--- config.mk ---
export PLATFORM = sky130hd
export DESIGN_NAME = dmem_arbiter_flat
export DESIGN_NICKNAME = d
export VERILOG_FILES = /design/src/rtl/soc_pkg.sv /design/src/rtl/dmem_arbiter_if.sv /design/src/rtl/dmem_arbiter_rr_arbiter.sv /design/src/rtl/dmem_arbiter.sv /design/src/flat_wrapper.sv
export SDC_FILE = /design/constraint.sdc
export NUM_CORES = 1
export LEC_CHECK = 0
export ABC_AREA = 1
export BUFFER_PORTS_ARGS = -buffer_cell sky130_fd_sc_hd__buf_4
export CAP_MARGIN = 20
export CORE_AREA = 2 2 83 85
export DETAILED_ROUTE_END_ITERATION = 7
export DIE_AREA = 0 0 85 87
export SYNTH_ARGS = -nofsm -noshare
export SYNTH_HDL_FRONTEND = slang
export SYNTH_SLANG_ARGS = --single-unit
--- constraint.sdc ---
create_clock -name clk -period 2.1 [get_ports clk]
set_clock_uncertainty 0.05 [all_clocks]
set_input_delay 0.21 -clock clk [delete_from_list [all_inputs] [get_ports clk]]
set_output_delay 0.21 -clock clk [all_outputs]
set_load 0.02 [all_outputs]
--- src/rtl/soc_pkg.sv ---
// soc_pkg: shared definitions for the data-memory path.
//   DMEM_* localparams : default data-memory geometry.
//   REQ_CPU / REQ_DBG  : requester indices on the dmem arbiter.
//   dmem_req_t         : one request payload {we, strb, addr, wdata}.
package soc_pkg;

  localparam int DMEM_ADDR_WIDTH = 10;
  localparam int DMEM_DATA_WIDTH = 32;
  localparam int DMEM_STRB_WIDTH = DMEM_DATA_WIDTH / 8;

  localparam int REQ_CPU = 0;
  localparam int REQ_DBG = 1;

  typedef struct packed {
    logic                       we;
    logic [DMEM_STRB_WIDTH-1:0] strb;
    logic [DMEM_ADDR_WIDTH-1:0] addr;
    logic [DMEM_DATA_WIDTH-1:0] wdata;
  } dmem_req_t;

endpackage

--- src/rtl/dmem_arbiter_if.sv ---
// dmem_arbiter_if: requester-side bus of the dmem arbiter.
//   master : requesters (drive req_valid/req_we/req_strb/req_addr/req_wdata,
//            receive req_ready/rsp_valid/rsp_rdata).
//   slave  : the arbiter.
// dmem_port_if: single synchronous-read memory port.
//   master : the arbiter (drives mem_en/mem_we/mem_wstrb/mem_addr/mem_wdata).
//   slave  : the memory (drives mem_rdata, valid one cycle after issue).
interface dmem_arbiter_if #(
  parameter int NREQ       = 2,
  parameter int ADDR_WIDTH = 10,
  parameter int DATA_WIDTH = 32
);
  localparam int STRB_WIDTH = DATA_WIDTH / 8;

  logic [NREQ-1:0]                 req_valid;
  logic [NREQ-1:0]                 req_ready;
  logic [NREQ-1:0]                 req_we;
  logic [NREQ-1:0][STRB_WIDTH-1:0] req_strb;
  logic [NREQ-1:0][ADDR_WIDTH-1:0] req_addr;
  logic [NREQ-1:0][DATA_WIDTH-1:0] req_wdata;
  logic [NREQ-1:0]                 rsp_valid;
  logic [DATA_WIDTH-1:0]           rsp_rdata;

  modport master (
    output req_valid, req_we, req_strb, req_addr, req_wdata,
    input  req_ready, rsp_valid, rsp_rdata
  );

  modport slave (
    input  req_valid, req_we, req_strb, req_addr, req_wdata,
    output req_ready, rsp_valid, rsp_rdata
  );
endinterface

interface dmem_port_if #(
  parameter int ADDR_WIDTH = 10,
  parameter int DATA_WIDTH = 32
);
  localparam int STRB_WIDTH = DATA_WIDTH / 8;

  logic                  mem_en;
  logic                  mem_we;
  logic [STRB_WIDTH-1:0] mem_wstrb;
  logic [ADDR_WIDTH-1:0] mem_addr;
  logic [DATA_WIDTH-1:0] mem_wdata;
  logic [DATA_WIDTH-1:0] mem_rdata;

  modport master (
    output mem_en, mem_we, mem_wstrb, mem_addr, mem_wdata,
    input  mem_rdata
  );

  modport slave (
    input  mem_en, mem_we, mem_wstrb, mem_addr, mem_wdata,
    output mem_rdata
  );
endinterface

--- src/rtl/dmem_arbiter_rr_arbiter.sv ---
// rr_arbiter: generic NREQ-way round-robin picker.
//   clk, rst : clock, synchronous active-high reset.
//   req_i    : request vector.
//   adv_i    : a grant was consumed this cycle; move last_grant to it.
//   gnt_o    : one-hot grant (zero when nothing requests).
// Search starts one past the last consumed grant and wraps modulo NREQ.
// Reset leaves last_grant at NREQ-1 so index 0 wins first.
module rr_arbiter #(
  parameter int NREQ = 2
) (
  input  logic            clk,
  input  logic            rst,
  input  logic [NREQ-1:0] req_i,
  input  logic            adv_i,
  output logic [NREQ-1:0] gnt_o
);
  localparam int IDXW = (NREQ > 1) ? $clog2(NREQ) : 1;

  logic [IDXW-1:0] last_q, last_d;
  logic [IDXW-1:0] pick;
  logic            found;
  int              idx;

  always_comb begin
    gnt_o = '0;
    pick  = last_q;
    found = 1'b0;
    idx   = 0;
    for (int off = 1; off <= NREQ; off++) begin
      idx = (int'(last_q) + off) % NREQ;
      if (!found && req_i[IDXW'(idx)]) begin
        found             = 1'b1;
        pick              = IDXW'(idx);
        gnt_o[IDXW'(idx)] = 1'b1;
      end
    end
  end

  // Only a consumed grant moves the pointer; an offered but unused grant
  // must not rotate priority away from its owner.
  assign last_d = (adv_i && found) ? pick : last_q;

  always_ff @(posedge clk) begin
    if (rst) begin
      last_q <= IDXW'(NREQ - 1);
    end else begin
      last_q <= last_d;
    end
  end

endmodule

--- src/rtl/dmem_arbiter.sv ---
// dmem_arbiter: shares one synchronous-read data-memory port between NREQ
// requesters (index 0 = CPU, 1 = debug/DMA) with round-robin arbitration.
//   clk      : clock, rising edge.
//   rst      : synchronous active-high reset.
//   req_bus  : requester handshake, payload, response strobe and data.
//   mem_bus  : memory port; mem_rdata is valid the cycle after issue.
// A transfer drives mem_* combinationally in the same cycle; the owner and
// write flag are registered so the response is steered back one cycle later.
module dmem_arbiter
  import soc_pkg::*;
#(
  parameter int NREQ       = 2,
  parameter int ADDR_WIDTH = DMEM_ADDR_WIDTH,
  parameter int DATA_WIDTH = DMEM_DATA_WIDTH
) (
  input logic             clk,
  input logic             rst,
  dmem_arbiter_if.slave   req_bus,
  dmem_port_if.master     mem_bus
);
  localparam int IDXW = (NREQ > 1) ? $clog2(NREQ) : 1;

  logic [NREQ-1:0]       req_act;
  logic [NREQ-1:0]       gnt;
  logic                  xfer;
  dmem_req_t             sel;
  logic [IDXW-1:0]       sel_idx;

  logic                  rsp_pend_q, rsp_pend_d;
  logic [IDXW-1:0]       owner_q, owner_d;
  logic                  we_q, we_d;

  logic [NREQ-1:0]       rsp_valid;
  logic [DATA_WIDTH-1:0] rsp_rdata;

  // Masking requests during reset keeps req_ready and mem_en low and stops
  // the arbiter pointer from moving.
  assign req_act = rst ? '0 : req_bus.req_valid;

  rr_arbiter #(.NREQ(NREQ)) u_rr (
    .clk   (clk),
    .rst   (rst),
    .req_i (req_act),
    .adv_i (xfer),
    .gnt_o (gnt)
  );

  assign xfer              = |gnt;
  assign req_bus.req_ready = gnt;

  // Payload mux; all-zero when nothing is granted so mem_* idle at 0.
  always_comb begin
    sel     = '0;
    sel_idx = '0;
    for (int i = 0; i < NREQ; i++) begin
      if (gnt[i]) begin
        sel.we    = req_bus.req_we[i];
        sel.strb  = req_bus.req_strb[i];
        sel.addr  = req_bus.req_addr[i];
        sel.wdata = req_bus.req_wdata[i];
        sel_idx   = IDXW'(i);
      end
    end
  end

  assign mem_bus.mem_en    = xfer;
  assign mem_bus.mem_we    = sel.we;
  assign mem_bus.mem_wstrb = sel.we ? sel.strb : '0;
  assign mem_bus.mem_addr  = sel.addr;
  assign mem_bus.mem_wdata = sel.wdata;

  // Response tag pipeline, one register deep, never stalls.
  assign rsp_pend_d = xfer;
  assign owner_d    = xfer ? sel_idx : owner_q;
  assign we_d       = xfer ? sel.we  : we_q;

  always_ff @(posedge clk) begin
    if (rst) begin
      rsp_pend_q <= 1'b0;
      owner_q    <= '0;
      we_q       <= 1'b0;
    end else begin
      rsp_pend_q <= rsp_pend_d;
      owner_q    <= owner_d;
      we_q       <= we_d;
    end
  end

  // The rst gate drops a response whose transfer happened the cycle before
  // reset: the tag register still holds it until the reset edge.
  always_comb begin
    rsp_valid = '0;
    rsp_rdata = '0;
    if (rsp_pend_q && !rst) begin
      rsp_valid[owner_q] = 1'b1;
      if (!we_q) begin
        rsp_rdata = mem_bus.mem_rdata;
      end
    end
  end

  assign req_bus.rsp_valid = rsp_valid;
  assign req_bus.rsp_rdata = rsp_rdata;

endmodule

--- src/flat_wrapper.sv ---
// flat-port wrapper written by rule: the top's interface ports become plain ports
module dmem_arbiter_flat import soc_pkg::*;
#(
  parameter int NREQ       = 2,
  parameter int ADDR_WIDTH = DMEM_ADDR_WIDTH,
  parameter int DATA_WIDTH = DMEM_DATA_WIDTH
)
  (clk, rst, req_bus_req_valid, req_bus_req_we, req_bus_req_strb, req_bus_req_addr, req_bus_req_wdata, req_bus_req_ready, req_bus_rsp_valid, req_bus_rsp_rdata, mem_bus_mem_en, mem_bus_mem_we, mem_bus_mem_wstrb, mem_bus_mem_addr, mem_bus_mem_wdata, mem_bus_mem_rdata);
  dmem_arbiter_if #(.NREQ(NREQ), .ADDR_WIDTH(ADDR_WIDTH), .DATA_WIDTH(DATA_WIDTH)) req_bus_i ();
  dmem_port_if #(.ADDR_WIDTH(ADDR_WIDTH), .DATA_WIDTH(DATA_WIDTH)) mem_bus_i ();
  input logic clk;
  input logic rst;
  input wire logic [$bits(req_bus_i.req_valid)-1:0] req_bus_req_valid;
  input wire logic [$bits(req_bus_i.req_we)-1:0] req_bus_req_we;
  input wire logic [$bits(req_bus_i.req_strb)-1:0] req_bus_req_strb;
  input wire logic [$bits(req_bus_i.req_addr)-1:0] req_bus_req_addr;
  input wire logic [$bits(req_bus_i.req_wdata)-1:0] req_bus_req_wdata;
  output wire logic [$bits(req_bus_i.req_ready)-1:0] req_bus_req_ready;
  output wire logic [$bits(req_bus_i.rsp_valid)-1:0] req_bus_rsp_valid;
  output wire logic [$bits(req_bus_i.rsp_rdata)-1:0] req_bus_rsp_rdata;
  output wire logic [$bits(mem_bus_i.mem_en)-1:0] mem_bus_mem_en;
  output wire logic [$bits(mem_bus_i.mem_we)-1:0] mem_bus_mem_we;
  output wire logic [$bits(mem_bus_i.mem_wstrb)-1:0] mem_bus_mem_wstrb;
  output wire logic [$bits(mem_bus_i.mem_addr)-1:0] mem_bus_mem_addr;
  output wire logic [$bits(mem_bus_i.mem_wdata)-1:0] mem_bus_mem_wdata;
  input wire logic [$bits(mem_bus_i.mem_rdata)-1:0] mem_bus_mem_rdata;
  assign req_bus_i.req_valid = req_bus_req_valid;
  assign req_bus_i.req_we = req_bus_req_we;
  assign req_bus_i.req_strb = req_bus_req_strb;
  assign req_bus_i.req_addr = req_bus_req_addr;
  assign req_bus_i.req_wdata = req_bus_req_wdata;
  assign req_bus_req_ready = req_bus_i.req_ready;
  assign req_bus_rsp_valid = req_bus_i.rsp_valid;
  assign req_bus_rsp_rdata = req_bus_i.rsp_rdata;
  assign mem_bus_mem_en = mem_bus_i.mem_en;
  assign mem_bus_mem_we = mem_bus_i.mem_we;
  assign mem_bus_mem_wstrb = mem_bus_i.mem_wstrb;
  assign mem_bus_mem_addr = mem_bus_i.mem_addr;
  assign mem_bus_mem_wdata = mem_bus_i.mem_wdata;
  assign mem_bus_i.mem_rdata = mem_bus_mem_rdata;
  dmem_arbiter #(.NREQ(NREQ), .ADDR_WIDTH(ADDR_WIDTH), .DATA_WIDTH(DATA_WIDTH)) u_core (.clk(clk), .rst(rst), .req_bus(req_bus_i), .mem_bus(mem_bus_i));
endmodule
==> run_results.csv, run 1 <==
group,metric,value,unit
finish,area_growth_syn_to_layout,139.9,%
floorplanning,rows,30,
placement,io_buffers,163,
grt,met1_usage,0.07588,
clock_network,post_cts_buffers,0,
setup_path,cp_max_fo,22,
timing,report.final.slew_viol_count,0,
grt,use_met2,0.1634,
drt,viasPerCell,3.455,
clock_network,cts_tree,"done",
timing,slew_headroom,0.6477,
timing,timing.final.crit_share,0.8396,
setup_path,cp-end-kind,"output port",
timing,hold_violations,0,
drt,antenna_left,0,
setup_path,crit_buf_inv,2,
finish,final_nets,477,
clock_network,worstSkewPairLatency,210,ps
drt,route.detailed.drc,0,
setup_path,path_cells,"nand3_4 > buf_4 > nor2_2 > buf_4",
power_and_ir_drop,pwr-share-comb,0.626,
timing,worst_pin_slew,526.6,ps
placement,routabilityCongestion,0.6556,
timing,setup_tns,0,ps
floorplanning,dieArea,7395,um2
power_and_ir_drop,leakage,0.001533,uW
setup_path,worstPathRequired,1840,ps
synthesis,ys_ff_latch,3,
clock_network,cts_sinks,3,
power_and_ir_drop,power_frac_seq,0.106,
floorplanning,die_h,87,um
synthesis,yosys_warnings,0,
clock_network,cts-resized-gates,0,
finish,antenna_cells,0,
grt,grtUsageTotal,0.08253,
worst_hold_path,hold_depth,3,
synthesis,seq_area_frac_synth,0.06495,
worst_hold_path,min-delay-path-class,"in -> reg",
run,drv_cap,0,
drt,dr.first_iter.drc_count,9,
synthesis,syn_area,924.6,um2
setup_path,crit_arrival,1500,ps
setup_path,worst_path_max_delay_cell,"dfxtp_1",
grt,busiest_layer,"met2",
floorplanning,core_area,6569,um2
drt,num_vias,1472,
timing,rsz0062_at_grt,"no",
power_and_ir_drop,p_clk_frac,0.268,
floorplanning,pin_count,214,
finish,drive_gt1_frac,0.6098,
setup_path,slowest_delay,410,ps
grt,grt_max_degree,33,
clock_network,clk_pin_slew,30,ps
clock_network,h-tree-depth,1,
grt,met3_usage,0.04265,
power_and_ir_drop,swShare,0.3678,
setup_path,cp.depth,4,
timing,min_period,1763,ps
power_and_ir_drop,powerDensity,273.9,nW/um2
synthesis,syn_area_per_cell,4.998,um2
grt,grt_pass1_wl,5085,um
timing,max_freq,0.5672,GHz
grt,gr-total-overflow,0,
run_status,status,"complete, no violations",
power_and_ir_drop,power_switching,223.5,uW
grt,grt_pass1_vias,1241,
power_and_ir_drop,ir_worst_vdd,0.0001763,V
clock_network,cts-hold-fix-buffers,0,
setup_path,path_delay_family,"buffers and inverters",
setup_path,cp_common_cell,"buf_4",
grt,antenna_found_initial,0,
setup_path,crit_type,"reg -> out",
synthesis,synth.distinct_cells,13,
setup_path,start_kind,"flop",
drt,wl_per_cell,8.197,um
finish,fill_cells,729,
floorplanning,initial_core_util,0.1408,
timing,setup_violations,0,
clock_network,root_buffer,"clkbuf_8",
power_and_ir_drop,finalPower,607.5,uW
setup_path,reg2reg_depth,4,
synthesis,synthCells,185,
floorplanning,fp.dieW,85,um
drt,dr.pass1.iters,4,
placement,dp_hpwl,3150,um
clock_network,clockBufferDepth,2,
drt,wirelength,3492,um
clock_network,cts_buffers,3,
power_and_ir_drop,p_int,384.1,uW
[state kept, by name (all words and copies together), names as in the netlist]
register / count
u_core.rsp_pend_q: 1
u_core.u_rr.last_q: 1
u_core.we_q: 1
[per-stage QoR]
step | hold slack [ps] | std cells | instance area, um2 | utilization | worst slack, ps
after CTS | 182.6 | 426 | 2218 | 0.3377 | 292.7
after floorplan | 276.8 | 186 | 928.4 | - | 703.2
after global routing | 194.3 | 426 | 2218 | 0.3377 | 211.9
after detailed placement | 403.2 | 422 | 2173 | 0.3309 | 524.4
after global placement | 397.1 | 422 | 2173 | 0.3309 | 520.9
final | 183.7 | 426 | 2218 | 0.3377 | 336.9
[power by group through the flow]
| stage | sequential (uW) | clock [uW] | combinational [uW] |
|---|---|---|---|
| final | 64.4 | 163 | 380 |
| after global routing | 64.8 | 173 | 413 |
| after CTS | 64.4 | 169 | 386 |
| after detailed placement | 65.1 | 0 | 385 |
| after global placement | 65.0 | 0 | 382 |
| after floorplan | 64.5 | 0 | 189 |
[placed cells by master, fill, tap and decap left out]
cell type,count
nand3_4,1
nor2_1,40
nand2_2,1
clkbuf_1,1
inv_2,1
nand4_1,1
nor2_2,39
conb_1,2
clkbuf_8,3
dfxtp_1,3
buf_4,166
nand3_1,1
inv_1,83
nand2_1,4
[worst min-delay path: cells and delay by family]
family | cells | cell delay (ps)
buffers and inverters | 2 | 140
and+or+nand+nor | 1 | 60
[cells in the mapped netlist]
master	instances	area share
inv_2	1	0.0041
nand3_4	1	0.019
conb_1	1	0.0041
nor2_1	40	0.16
buf_6	7	0.085
dfxtp_1	3	0.065
nand2_2	1	0.0068
nand2_1	4	0.016
inv_1	83	0.34
nand4_1	1	0.0068
buf_4	3	0.024
nor2_2	39	0.26
nand3_1	1	0.0054
[area by class of cell]
type                    count  area (um2)  area share
repair buffers            166        1246      0.5618
multi-input cells          89       451.7      0.2036
inverters                  84       315.3      0.1421
well taps                  80       100.1     0.04512
flip-flops and latches      3       60.06     0.02707
clock buffers               4       45.04     0.02030
[final timing paths]
check / start / endpoint / slack [ps]
worst max register to register: u_core.u_rr.last_q$_SDFFE_PP1P_ / u_core.u_rr.last_q$_SDFFE_PP1P_ / 860
worst min register to register: u_core.we_q$_SDFFE_PP0P_ / u_core.we_q$_SDFFE_PP0P_ / 420
worst max-delay path: u_core.u_rr.last_q$_SDFFE_PP1P_ / mem_bus_mem_addr[4] / 340
worst min-delay path: rst / u_core.u_rr.last_q$_SDFFE_PP1P_ / 180
[logic make-up after synthesis]
family / after synthesis / synth area share
buffers and inverters: 94 / 0.4506
other: 1 / 0.004056
DFF: 3 / 0.06496
and+or+nand+nor: 87 / 0.4804
[metal layers]
metal  vias up  wire [um]
met1       575       1112
met2       111       1745
met4         0         11
li1        784          -
met3         2        623
met5         -          0
Power figures use the tool's default switching activity.
==> inputs of run 2 (changes only) <==
==> constraint.sdc (replaced) <==
create_clock -name clk -period 1.6 [get_ports clk]
set_clock_uncertainty 0.05 [all_clocks]
set_input_delay 0.16 -clock clk [delete_from_list [all_inputs] [get_ports clk]]
set_output_delay 0.16 -clock clk [all_outputs]
set_load 0.02 [all_outputs]
==> run 2 against run 1 <==
Compared with the run above:
- die area stayed put
- power is 32% higher
- non-clock buffer count is 2 lower
- first-iteration DRC count increased by 120%
- clock power is 35% higher
- core utilization about the same
- routed wire length is 1.4% lower
- clock-buffer cell count stayed put
- largest cell class unchanged
- largest power group unchanged
==> run_results.csv, run 2 (synthesized netlist as in run 1, its figures left out) <==
group,metric,value,unit
clock_network,cts_sinks,3,
setup_path,path_cells,"nand4_1 > nor2_1 > buf_4",
grt,gr-total-overflow,0,
finish,antenna_cells,0,
floorplanning,die_h,87,um
floorplanning,dieArea,7395,um2
finish,final_nets,475,
clock_network,h-tree-depth,1,
clock_network,root_buffer,"clkbuf_8",
power_and_ir_drop,leakage,0.001533,uW
grt,grt_pass1_wl,5126,um
drt,antenna_left,0,
setup_path,cp_max_fo,6,
timing,whs,128.7,ps
setup_path,crit_buf_inv,1,
clock_network,cts_tree,"done",
clock_network,post_cts_buffers,0,
placement,dp_cells,420,
timing,hold_violations,0,
grt,grt_pass1_vias,1234,
setup_path,start_kind,"flop",
power_and_ir_drop,ir_worst_vdd,0.0001429,V
worst_hold_path,min-delay-path-class,"in -> reg",
drt,dr.first_iter.drc_count,20,
setup_path,slowest_delay,400,ps
timing,setup_violations,0,
setup_path,crit_type,"reg -> out",
run,drv_cap,0,
placement,routabilityCongestion,0.6550,
placement,pre_cts_ws,173.5,ps
drt,route.detailed.drc,0,
grt,grtUsageTotal,0.08370,
clock_network,clockBufferDepth,2,
timing,rsz0062_at_grt,"no",
timing,layout_setup_ws,118.4,ps
floorplanning,rows,30,
placement,dp_hpwl,3037,um
finish,final_cell_mix,"buf_4, inv_1, nor2_1, nor2_2, nand2_1",
clock_network,cts_buffers,3,
worst_hold_path,min_from,"rst",
finish,stdcell_count,424,
drt,num_vias,1471,
setup_path,crit_arrival,1270,ps
timing,setup_tns,0,ps
setup_path,cp-end-kind,"output port",
setup_path,worst_path_max_delay_cell,"dfxtp_1",
floorplanning,fp.dieW,85,um
finish,area_growth_syn_to_layout,140.2,%
setup_path,critPathLaunch,"u_core.u_rr.last_q$_SDFFE_PP1P_",
timing,max_freq,0.6750,GHz
setup_path,worstPathRequired,1390,ps
clock_network,clk_pin_slew,30,ps
clock_network,cts-hold-fix-buffers,0,
floorplanning,core_area,6569,um2
power_and_ir_drop,powerDensity,362.2,nW/um2
placement,io_buffers,163,
drt,wirelength,3444,um
finish,drive_gt1_frac,0.6076,
grt,grt_max_degree,46,
floorplanning,initial_core_util,0.1408,
finish,largestRegisters,"u_core.rsp_pend_q x1, u_core.u_rr.last_q x1, u_core.we_q x1",
setup_path,path_delay_family,"simple AND/OR/NAND/NOR gates",
floorplanning,pin_count,214,
setup_path,r2r_start,"u_core.u_rr.last_q$_SDFFE_PP1P_",
clock_network,worstSkewPairLatency,220,ps
timing,min_period,1482,ps
drt,viasPerCell,3.469,
finish,final_common_cell,"buf_4",
drt,dr.pass1.iters,4,
run_status,status,"complete, no violations",
timing,report.final.slew_viol_count,0,
drt,wl_per_cell,8.123,um
grt,antenna_found_initial,0,
power_and_ir_drop,finalPower,804.4,uW
timing,timing.final.crit_share,0.9260,
-- run 2: final timing paths --
kind | endpoint | slack [ps] | cells past startpoint
setup reg to reg | u_core.u_rr.last_q$_SDFFE_PP1P_ | 610 | 4
hold / removal | u_core.u_rr.last_q$_SDFFE_PP1P_ | 130 | 3
setup / recovery | mem_bus_mem_wstrb[1] | 120 | 3
hold reg to reg | u_core.we_q$_SDFFE_PP0P_ | 410 | 2
-- run 2: final cells by class --
cell class	instances	area [um2]
inverters	84	315.3
fillers	714	4348
multi-input cells	89	456.7
flip-flops and latches	3	60.06
well taps	80	100.1
repair buffers	164	1244
clock buffers	4	45.04
-- run 2: power by group --
| group | internal (uW) | switching (uW) | total (uW) |
|---|---|---|---|
| clock network | 170 | 50.3 | 220 |
| registers | 80.5 | 3.75 | 84.2 |
| logic | 255 | 245 | 500 |
| total | 505 | 299 | 804 |
-- run 2: per-stage QoR --
step	cell area (um2)	util
after floorplan	928.4	-
after global placement	2171	0.3305
after detailed placement	2171	0.3305
after CTS	2221	0.3381
after global routing	2221	0.3381
final	2221	0.3381
-- run 2: metal layers --
layer / up-vias / share of wire / GRT usage
met5: - / 0 / 0
met1: 573 / 0.32 / 0.08093
met3: 4 / 0.17 / 0.03791
met4: 0 / 0.0087 / 0.02165
met2: 114 / 0.50 / 0.1605
li1: 780 / - / -
-- run 2: repair_timing --
item | in CTS | in global routing
hold endpoints to repair | 0 | 0
resized for setup | 1 | 0
endpoints found under the setup margin | 6 | 0
-- run 2: tightest hold or removal path, cell delays in order --
cell and delay, ps:
buf_4 90, inv_2 50, nand2_1 60
